--- config.mk ---
export PLATFORM = sky130hd
export DESIGN_NAME = fp_add_scheduler
export DESIGN_NICKNAME = d
export VERILOG_FILES = /design/src/rtl/fp_pkg.sv /design/src/rtl/floating_point_cla.sv /design/src/rtl/rr_arbiter.sv /design/src/rtl/fp_add_scheduler.sv
export SDC_FILE = /design/constraint.sdc
export NUM_CORES = 1
export LEC_CHECK = 0
export ABC_CLOCK_PERIOD_IN_PS = 23700
export BUFFER_PORTS_ARGS = -buffer_cell sky130_fd_sc_hd__buf_2
export CORE_ASPECT_RATIO = 1.25
export CORE_MARGIN = 2
export CORE_UTILIZATION = 49
export DETAILED_ROUTE_END_ITERATION = 12
export PLACE_DENSITY = 0.72
export SYNTH_ARGS = -nofsm -noshare
export SYNTH_HDL_FRONTEND = slang
export SYNTH_HIERARCHICAL = 1
export SYNTH_SLANG_ARGS = --single-unit
--- constraint.sdc ---
create_clock -name clk -period 23.7 [get_ports clk]
set_input_delay 4.74 -clock clk [delete_from_list [all_inputs] [get_ports clk]]
set_output_delay 4.74 -clock clk [all_outputs]
set_load 0.01 [all_outputs]
--- src/rtl/fp_pkg.sv ---
// Shared FP32 constants and scheduler state encoding.
`default_nettype none

package fp_pkg;
  localparam int         FP32_W       = 32;
  localparam logic [7:0] EXP_ALL_ONES = 8'hFF;
  localparam int         NUM_REQ_DEF  = 4;

  typedef enum logic {
    RUN   = 1'b0,
    DRAIN = 1'b1
  } state_t;
endpackage

`default_nettype wire

--- src/rtl/floating_point_cla.sv ---
// Combinational FP32 adder: align, add/subtract magnitudes, normalise, truncate.
`default_nettype none

module floating_point_cla
  import fp_pkg::*;
#(
  parameter int N = FP32_W
) (
  input  logic [N-1:0] a,
  input  logic [N-1:0] b,
  input  logic         cin,
  output logic [N-1:0] sum
);

  logic        a_big, sl, ss, a_nan, b_nan, a_inf, b_inf;
  logic [7:0]  el, es, d;
  logic [22:0] fl, fs;
  logic [27:0] wl, ws, wr;
  logic [8:0]  er;
  logic [4:0]  lz;

  always_comb begin
    a_nan = (a[30:23] == EXP_ALL_ONES) && (a[22:0] != 23'd0);
    b_nan = (b[30:23] == EXP_ALL_ONES) && (b[22:0] != 23'd0);
    a_inf = (a[30:23] == EXP_ALL_ONES) && (a[22:0] == 23'd0);
    b_inf = (b[30:23] == EXP_ALL_ONES) && (b[22:0] == 23'd0);

    // Larger magnitude goes to the "l" side so subtraction never goes negative.
    a_big = a[30:0] >= b[30:0];
    sl    = a_big ? a[31]    : b[31];
    ss    = a_big ? b[31]    : a[31];
    el    = a_big ? a[30:23] : b[30:23];
    es    = a_big ? b[30:23] : a[30:23];
    fl    = a_big ? a[22:0]  : b[22:0];
    fs    = a_big ? b[22:0]  : a[22:0];
    d     = el - es;

    wl = {1'b0, el != 8'd0, fl, 3'b000};
    ws = (d > 8'd27) ? 28'd0 : ({1'b0, es != 8'd0, fs, 3'b000} >> d);

    wr  = 28'd0;
    er  = 9'd0;
    lz  = 5'd0;
    sum = '0;

    if (a_nan || b_nan || (a_inf && b_inf && (a[31] != b[31]))) begin
      sum = {1'b0, EXP_ALL_ONES, 23'h400000};
    end else if (a_inf) begin
      sum = a;
    end else if (b_inf) begin
      sum = b;
    end else if (sl == ss) begin
      wr = wl + ws + {27'd0, cin};
      er = {1'b0, el};
      if (wr[27]) begin
        wr = wr >> 1;
        er = er + 9'd1;
      end
      if (er >= 9'd255) sum = {sl, EXP_ALL_ONES, 23'd0};
      else              sum = {sl, er[7:0], wr[25:3]};
    end else begin
      wr = wl - ws;
      for (int i = 0; i < 27; i++) begin
        if (wr[i]) lz = 5'(26 - i);
      end
      // Exact cancellation yields +0; results below the normal range flush to zero.
      if ((wr == 28'd0) || ({1'b0, el} <= {4'd0, lz})) begin
        sum = '0;
      end else begin
        wr  = wr << lz;
        er  = {1'b0, el} - {4'd0, lz};
        sum = {sl, er[7:0], wr[25:3]};
      end
    end
  end

endmodule

`default_nettype wire

--- src/rtl/rr_arbiter.sv ---
// Combinational round-robin arbiter: first request at or above ptr, else lowest request.
`default_nettype none

module rr_arbiter #(
  parameter int NUM_REQ = 4,
  parameter int ID_W    = $clog2(NUM_REQ)
) (
  input  logic [NUM_REQ-1:0] req,
  input  logic [ID_W-1:0]    ptr,
  output logic [NUM_REQ-1:0] grant,
  output logic [ID_W-1:0]    idx,
  output logic               any
);

  logic            hit_hi, hit_lo;
  logic [ID_W-1:0] idx_hi, idx_lo;

  always_comb begin
    hit_hi = 1'b0;
    hit_lo = 1'b0;
    idx_hi = '0;
    idx_lo = '0;
    // Descending scan: the last hit written is the lowest index in each class.
    for (int i = NUM_REQ - 1; i >= 0; i--) begin
      if (req[i]) begin
        hit_lo = 1'b1;
        idx_lo = ID_W'(i);
        if (ID_W'(i) >= ptr) begin
          hit_hi = 1'b1;
          idx_hi = ID_W'(i);
        end
      end
    end
    any   = hit_lo;
    idx   = hit_hi ? idx_hi : idx_lo;
    grant = hit_lo ? (NUM_REQ'(1) << idx) : '0;
  end

endmodule

`default_nettype wire

--- src/rtl/fp_add_scheduler.sv ---
// Round-robin scheduler sharing one FP32 adder across NUM_REQ requesters via a 2-stage pipe.
`default_nettype none

module fp_add_scheduler
  import fp_pkg::*;
#(
  parameter int NUM_REQ = NUM_REQ_DEF,
  parameter int ID_W    = $clog2(NUM_REQ)
) (
  input  logic                      clk,
  input  logic                      rst_n,
  input  logic [NUM_REQ-1:0]        req_valid,
  output logic [NUM_REQ-1:0]        req_ready,
  input  logic [NUM_REQ*FP32_W-1:0] req_a,
  input  logic [NUM_REQ*FP32_W-1:0] req_b,
  input  logic [NUM_REQ-1:0]        req_sub,
  output logic                      resp_valid,
  input  logic                      resp_ready,
  output logic [ID_W-1:0]           resp_id,
  output logic [FP32_W-1:0]         resp_sum,
  output logic                      resp_exc,
  input  logic                      flush,
  output logic                      flush_done,
  output logic                      idle
);

  state_t              state;
  logic                v1, v2;
  logic [FP32_W-1:0]   s1_a, s1_b;
  logic [ID_W-1:0]     s1_id, rr_ptr;
  logic                adv1, adv2, grant_en, take, any;
  logic [NUM_REQ-1:0]  grant;
  logic [ID_W-1:0]     win;
  logic [FP32_W-1:0]   a_sel, b_sel, add_sum;
  logic                sub_sel;

  assign adv2     = !v2 || resp_ready;
  assign adv1     = !v1 || adv2;
  assign grant_en = rst_n && (state == RUN) && adv1;
  assign take     = grant_en && any;

  rr_arbiter #(.NUM_REQ(NUM_REQ), .ID_W(ID_W)) u_arb (
    .req   (req_valid),
    .ptr   (rr_ptr),
    .grant (grant),
    .idx   (win),
    .any   (any)
  );

  assign req_ready = grant_en ? grant : '0;

  always_comb begin
    a_sel   = '0;
    b_sel   = '0;
    sub_sel = 1'b0;
    for (int i = 0; i < NUM_REQ; i++) begin
      if (win == ID_W'(i)) begin
        a_sel   = req_a[i*FP32_W +: FP32_W];
        b_sel   = req_b[i*FP32_W +: FP32_W];
        sub_sel = req_sub[i];
      end
    end
  end

  floating_point_cla #(.N(FP32_W)) u_add (
    .a   (s1_a),
    .b   (s1_b),
    .cin (1'b0),
    .sum (add_sum)
  );

  always_ff @(posedge clk or negedge rst_n) begin
    if (!rst_n) begin
      state      <= RUN;
      v1         <= 1'b0;
      v2         <= 1'b0;
      s1_a       <= '0;
      s1_b       <= '0;
      s1_id      <= '0;
      rr_ptr     <= '0;
      resp_sum   <= '0;
      resp_id    <= '0;
      resp_exc   <= 1'b0;
      flush_done <= 1'b0;
    end else begin
      flush_done <= 1'b0;

      if (take) begin
        v1     <= 1'b1;
        s1_a   <= a_sel;
        s1_b   <= {b_sel[FP32_W-1] ^ sub_sel, b_sel[FP32_W-2:0]};
        s1_id  <= win;
        rr_ptr <= (win == ID_W'(NUM_REQ - 1)) ? '0 : win + 1'b1;
      end else if (adv2) begin
        v1 <= 1'b0;
      end

      if (v1 && adv2) begin
        v2       <= 1'b1;
        resp_sum <= add_sum;
        resp_id  <= s1_id;
        resp_exc <= (add_sum[30:23] == EXP_ALL_ONES);
      end else if (resp_ready) begin
        v2 <= 1'b0;
      end

      case (state)
        RUN: begin
          if (flush) state <= DRAIN;
        end
        DRAIN: begin
          if (!v1 && !v2) begin
            state      <= RUN;
            flush_done <= 1'b1;
          end
        end
        default: state <= RUN;
      endcase
    end
  end

  assign resp_valid = v2;
  assign idle       = (state == RUN) && !v1 && !v2;

endmodule

`default_nettype wire
==> reports/results.md <==
| Group | Metric | Value |
|---|---|---|
| status | Run status | finished clean |
| cts | CTS H-Tree Depth | 3 |
| cts | Clock tree from TritonCTS | done |
| sta | Final Critical Period | 14570 ps |
| worst setup path | Slowest cell delay on critical path | 860 ps |
| yosys | Post-synthesis register bit count | 107 |
| global routing | Total overflow reported by the global router | 0 |
| cts | Buffers inserted by post-CTS timing repair | 0 |
| sta | Highest attainable clock frequency | 0.0686 GHz |
| sta | Fin crit share | 61.5% |
| drt | Average routed wire per standard cell | 21.1 um |
| finish | Syn-to-layout area delta | 10.3% |
| yosys | Number of flops mapped to enable cells by yosys | 0 |
| worst setup path | Crit path launch type | register |
| hold path | Worst hold path startpoint | s1_id[0]$_DFFE_PN0P_ |
| cts | CTS hold repair buffers | 0 |
| finish | Final Cell Area | 0.0188 sq mm |
| finish | Most used cells in the layout excluding fill and tap cells | sky130_fd_sc_hd__buf_2, sky130_fd_sc_hd__nand2_1, sky130_fd_sc_hd__a21oi_1 |
| sta | Slew @ Worst Pin | 1200 ps |
| sta | Final max-slew violation count | 0 |
| worst setup path | Reg2Reg Setup Slack | 9130 ps |
| yosys | Avg Inst Size Synth | 7.24 sq um |
| drt | Detailed Route WL | 63700 um |
| worst setup path | Sort of element at the end of the critical path | register |
| worst setup path | FF-to-FF End | resp_sum[20]$_DFFE_PN0P_ |
| global routing | Global-route wire length before repair | 97000 um |
| place | Gpl congestion | 1.04 |
| cts | Clock slew at the register clock pins of the worst setup and hold paths | 80 ps |
| worst setup path | Dominant delay contributor by cell family on the critical path | compound AO/OA/AOI/OAI gates |
| drt | Remaining design rule violation count | 0 |
| cts | Maximum buffer depth of the clock tree | 2 |
| drt | DRT iter0 DRCs | 1795 |
| global routing | Via count of the first global-routing pass | 17.4k |
| hold path | Cell depth of the worst hold path | 2 |
| worst setup path | Crit path arrival time | 14840 ps |
| sta | Worst slew margin relative to its limit | 19.5% |
| sta | Final hold viol count | 0 |
| yosys | Adder-cell share of the synthesized area | 7.03% |
| global routing | Largest net degree at the start of global routing | 95 |
| global routing | Gr usage total | 34.6% |
| cts | Number of buffers created by CTS | 9 |
| cts | Total of cells resized after clock tree synthesis | 0 |
| floorplan | Core region area | 0.0343 sq mm |
| yosys | Gate Count Post-Synth | 2351 |
| sta | Setup repair after global routing missed its margin | false |
| sta | Final Setup Violations | 0 |
| finish | Layout cell share with drive strength beyond 1 | 22.9% |
| place | Area of placed instances | 0.0185 sq mm |
| sta | Final worst clock skew | 15.1 ps |
| floorplan | Ports placed on the boundary | 310 |
| yosys | Main synth FF type | sky130_fd_sc_hd__dfrtp_1 |
| cts | Clock latency of the later-clocked register in the worst-skew pair | 380 ps |
| yosys | Share of the yosys chip area belonging to registers | 15.7% |
| finish | Commonest non-fill, non-tap cell in the layout | sky130_fd_sc_hd__buf_2 |
| yosys | XOR/XNOR Fraction of Synth Area | 3.23% |
| yosys | Fraction of synthesized area in multiplexers | 11.0% |
| yosys | Combinational family with the most area after synthesis | compound AO/OA/AOI/OAI gates |
| drt | DR vias/cell | 6.20 |
| place | PortBufs | 309 |
| drt | Via count | 18.7k |
| finish | Filler instances | 3374 |
| floorplan | Die W | 171 um |
| floorplan | Initial cell density of the core | 49.6% |
| hold path | Worst-case hold path end point | s1_id[0]$_DFFE_PN0P_ |
| yosys | Synth async-reset ratio | 100% |
| worst setup path | Critical path fanouts, max | 87 |
| finish | Number of nets in the final layout | 2896 |
| cts | Sinks on Clock Net | 107 |
| worst setup path | Worst path most repeated cell | sky130_fd_sc_hd__a21oi_1 |
| flow run | Number of max-cap violations | 0 |
| yosys | Compound-gate portion of the synthesized area | 32.5% |
| sta | Setup TNS | 0 ps |
| drt | Number of search-and-repair iterations in the first detailed-routing pass | 6 |
| yosys | Simple-gate portion of the synthesized area | 21.8% |
| yosys | Summed instance area of the synthesized netlist | 0.0170 sq mm |
| floorplan | Die Area | 0.0363 sq mm |
| cts | Root cell of the clock tree | sky130_fd_sc_hd__clkbuf_16 |
| worst setup path | Master of the slowest instance on the critical path | sky130_fd_sc_hd__a21boi_2 |
| worst setup path | Count of cells along the worst register-to-register path | 49 |
| worst setup path | Worst EP required | 23970 ps |
| yosys | Unique masters post-synth | 115 |
| yosys | Ys Warns | 6 |
| global routing | Initial antenna violation count | 4 |
| drt | Final ANT Viol Nets | 0 |
| yosys | Syn nets | 2714 |
| worst setup path | Sum of buffers and inverters on the critical path | 5 |
| place | Detailed Place HPWL | 51000 um |
| worst setup path | Reg-to-Reg Start | s1_a[23]$_DFFE_PN0P_ |
| hold path | Min-Delay Path Class | register to register |
| floorplan | Row count | 76 |
| floorplan | Die outline height | 212 um |
| worst setup path | Worst Setup Path Type | register to register |
-- cells in the mapped netlist (all sizes together), types with 28 or more instances --
cell type	instances	area [sq um]
a21oi	317	1820
a22oi	73	567
and2	28	178
buf	78	573
clkbuf	80	300
dfrtp	107	2680
ha	94	1180
inv	162	608
mux2	61	691
mux2i	99	995
nand2	266	1010
nand3	39	208
nand4	28	181
nor2	220	911
nor3	54	290
nor4	30	200
o21ai	181	928
xnor2	43	384
-- layout make-up --
cell class / count / area [sq um] / share of cell area [%]
diodes: 5 / 12.5 / 0.0666
clock buffers: 10 / 229 / 1.22
clock inverters: 6 / 48.8 / 0.260
inverters: 165 / 619 / 3.30
multi-input cells: 1921 / 12900 / 68.7
flip-flops and latches: 107 / 2680 / 14.3
well taps: 468 / 586 / 3.12
repair buffers: 329 / 1700 / 9.05
-- stage by stage --
stage	worst slack [ps]	hold WS [ps]	utilization, %	cells
3_3_place_gp	9940	472	53.9	2990
4_1_cts	9510	491	54.7	3006
3_5_place_dp	9550	476	53.9	2990
2_1_floorplan	11260	446	-	2351
5_1_grt	8090	519	54.7	3009
6_report	9130	485	54.7	3011
-- tightest hold or removal path, cell delays in order (launching register included) --
cell	delay, ps
sky130_fd_sc_hd__dfrtp_1	350
sky130_fd_sc_hd__nand2_1	50
sky130_fd_sc_hd__o21ai_0	60
-- worst max path at each step --
stage | from | to | slack (ps) | depth (start not counted)
final | s1_a[23]$_DFFE_PN0P_ | resp_sum[20]$_DFFE_PN0P_ | 9130 | 49
after global routing | s1_b[23]$_DFFE_PN0P_ | resp_sum[20]$_DFFE_PN0P_ | 8090 | 51
after detailed placement | s1_b[23]$_DFFE_PN0P_ | resp_sum[20]$_DFFE_PN0P_ | 9550 | 50
after floorplan | s1_a[28]$_DFFE_PN0P_ | resp_sum[20]$_DFFE_PN0P_ | 11260 | 59
after CTS | s1_b[23]$_DFFE_PN0P_ | resp_sum[20]$_DFFE_PN0P_ | 9510 | 50
after global placement | s1_b[23]$_DFFE_PN0P_ | resp_sum[20]$_DFFE_PN0P_ | 9940 | 51
-- sequential cells by signal, indices dropped and copies added (netlist names) --
name        cells
flush_done      1
resp_exc        1
resp_id         2
resp_sum       32
resp_valid      1
rr_ptr          2
s1_a           32
s1_b           32
s1_id           2
state           1
v1              1
-- kinds of logic (layout without fill, tap and decap cells) --
logic type / count (synthesis) / after routing
other cells: 1 / 6
xor+xnor: 62 / 62
simple gates: 770 / 770
compound gates: 825 / 825
flops: 107 / 107
mux: 168 / 168
buf+inv: 323 / 510
fa+ha+maj: 95 / 95
-- per-layer routing --
layer | wire length (um) | up-vias | track usage [%] | part of all wire [%]
met5 | 0 | - | 0 | 0
met4 | 4790 | 0 | 22.5 | 7.5
met3 | 4250 | 210 | 4.84 | 6.7
met2 | 29600 | 918 | 57.4 | 47
met1 | 25000 | 8720 | 41.7 | 39
li1 | - | 8835 | - | -
Power is left out: the tool's default activity adds up to more than one toggle a clock period on the data nets, which glitch-free logic cannot reach.
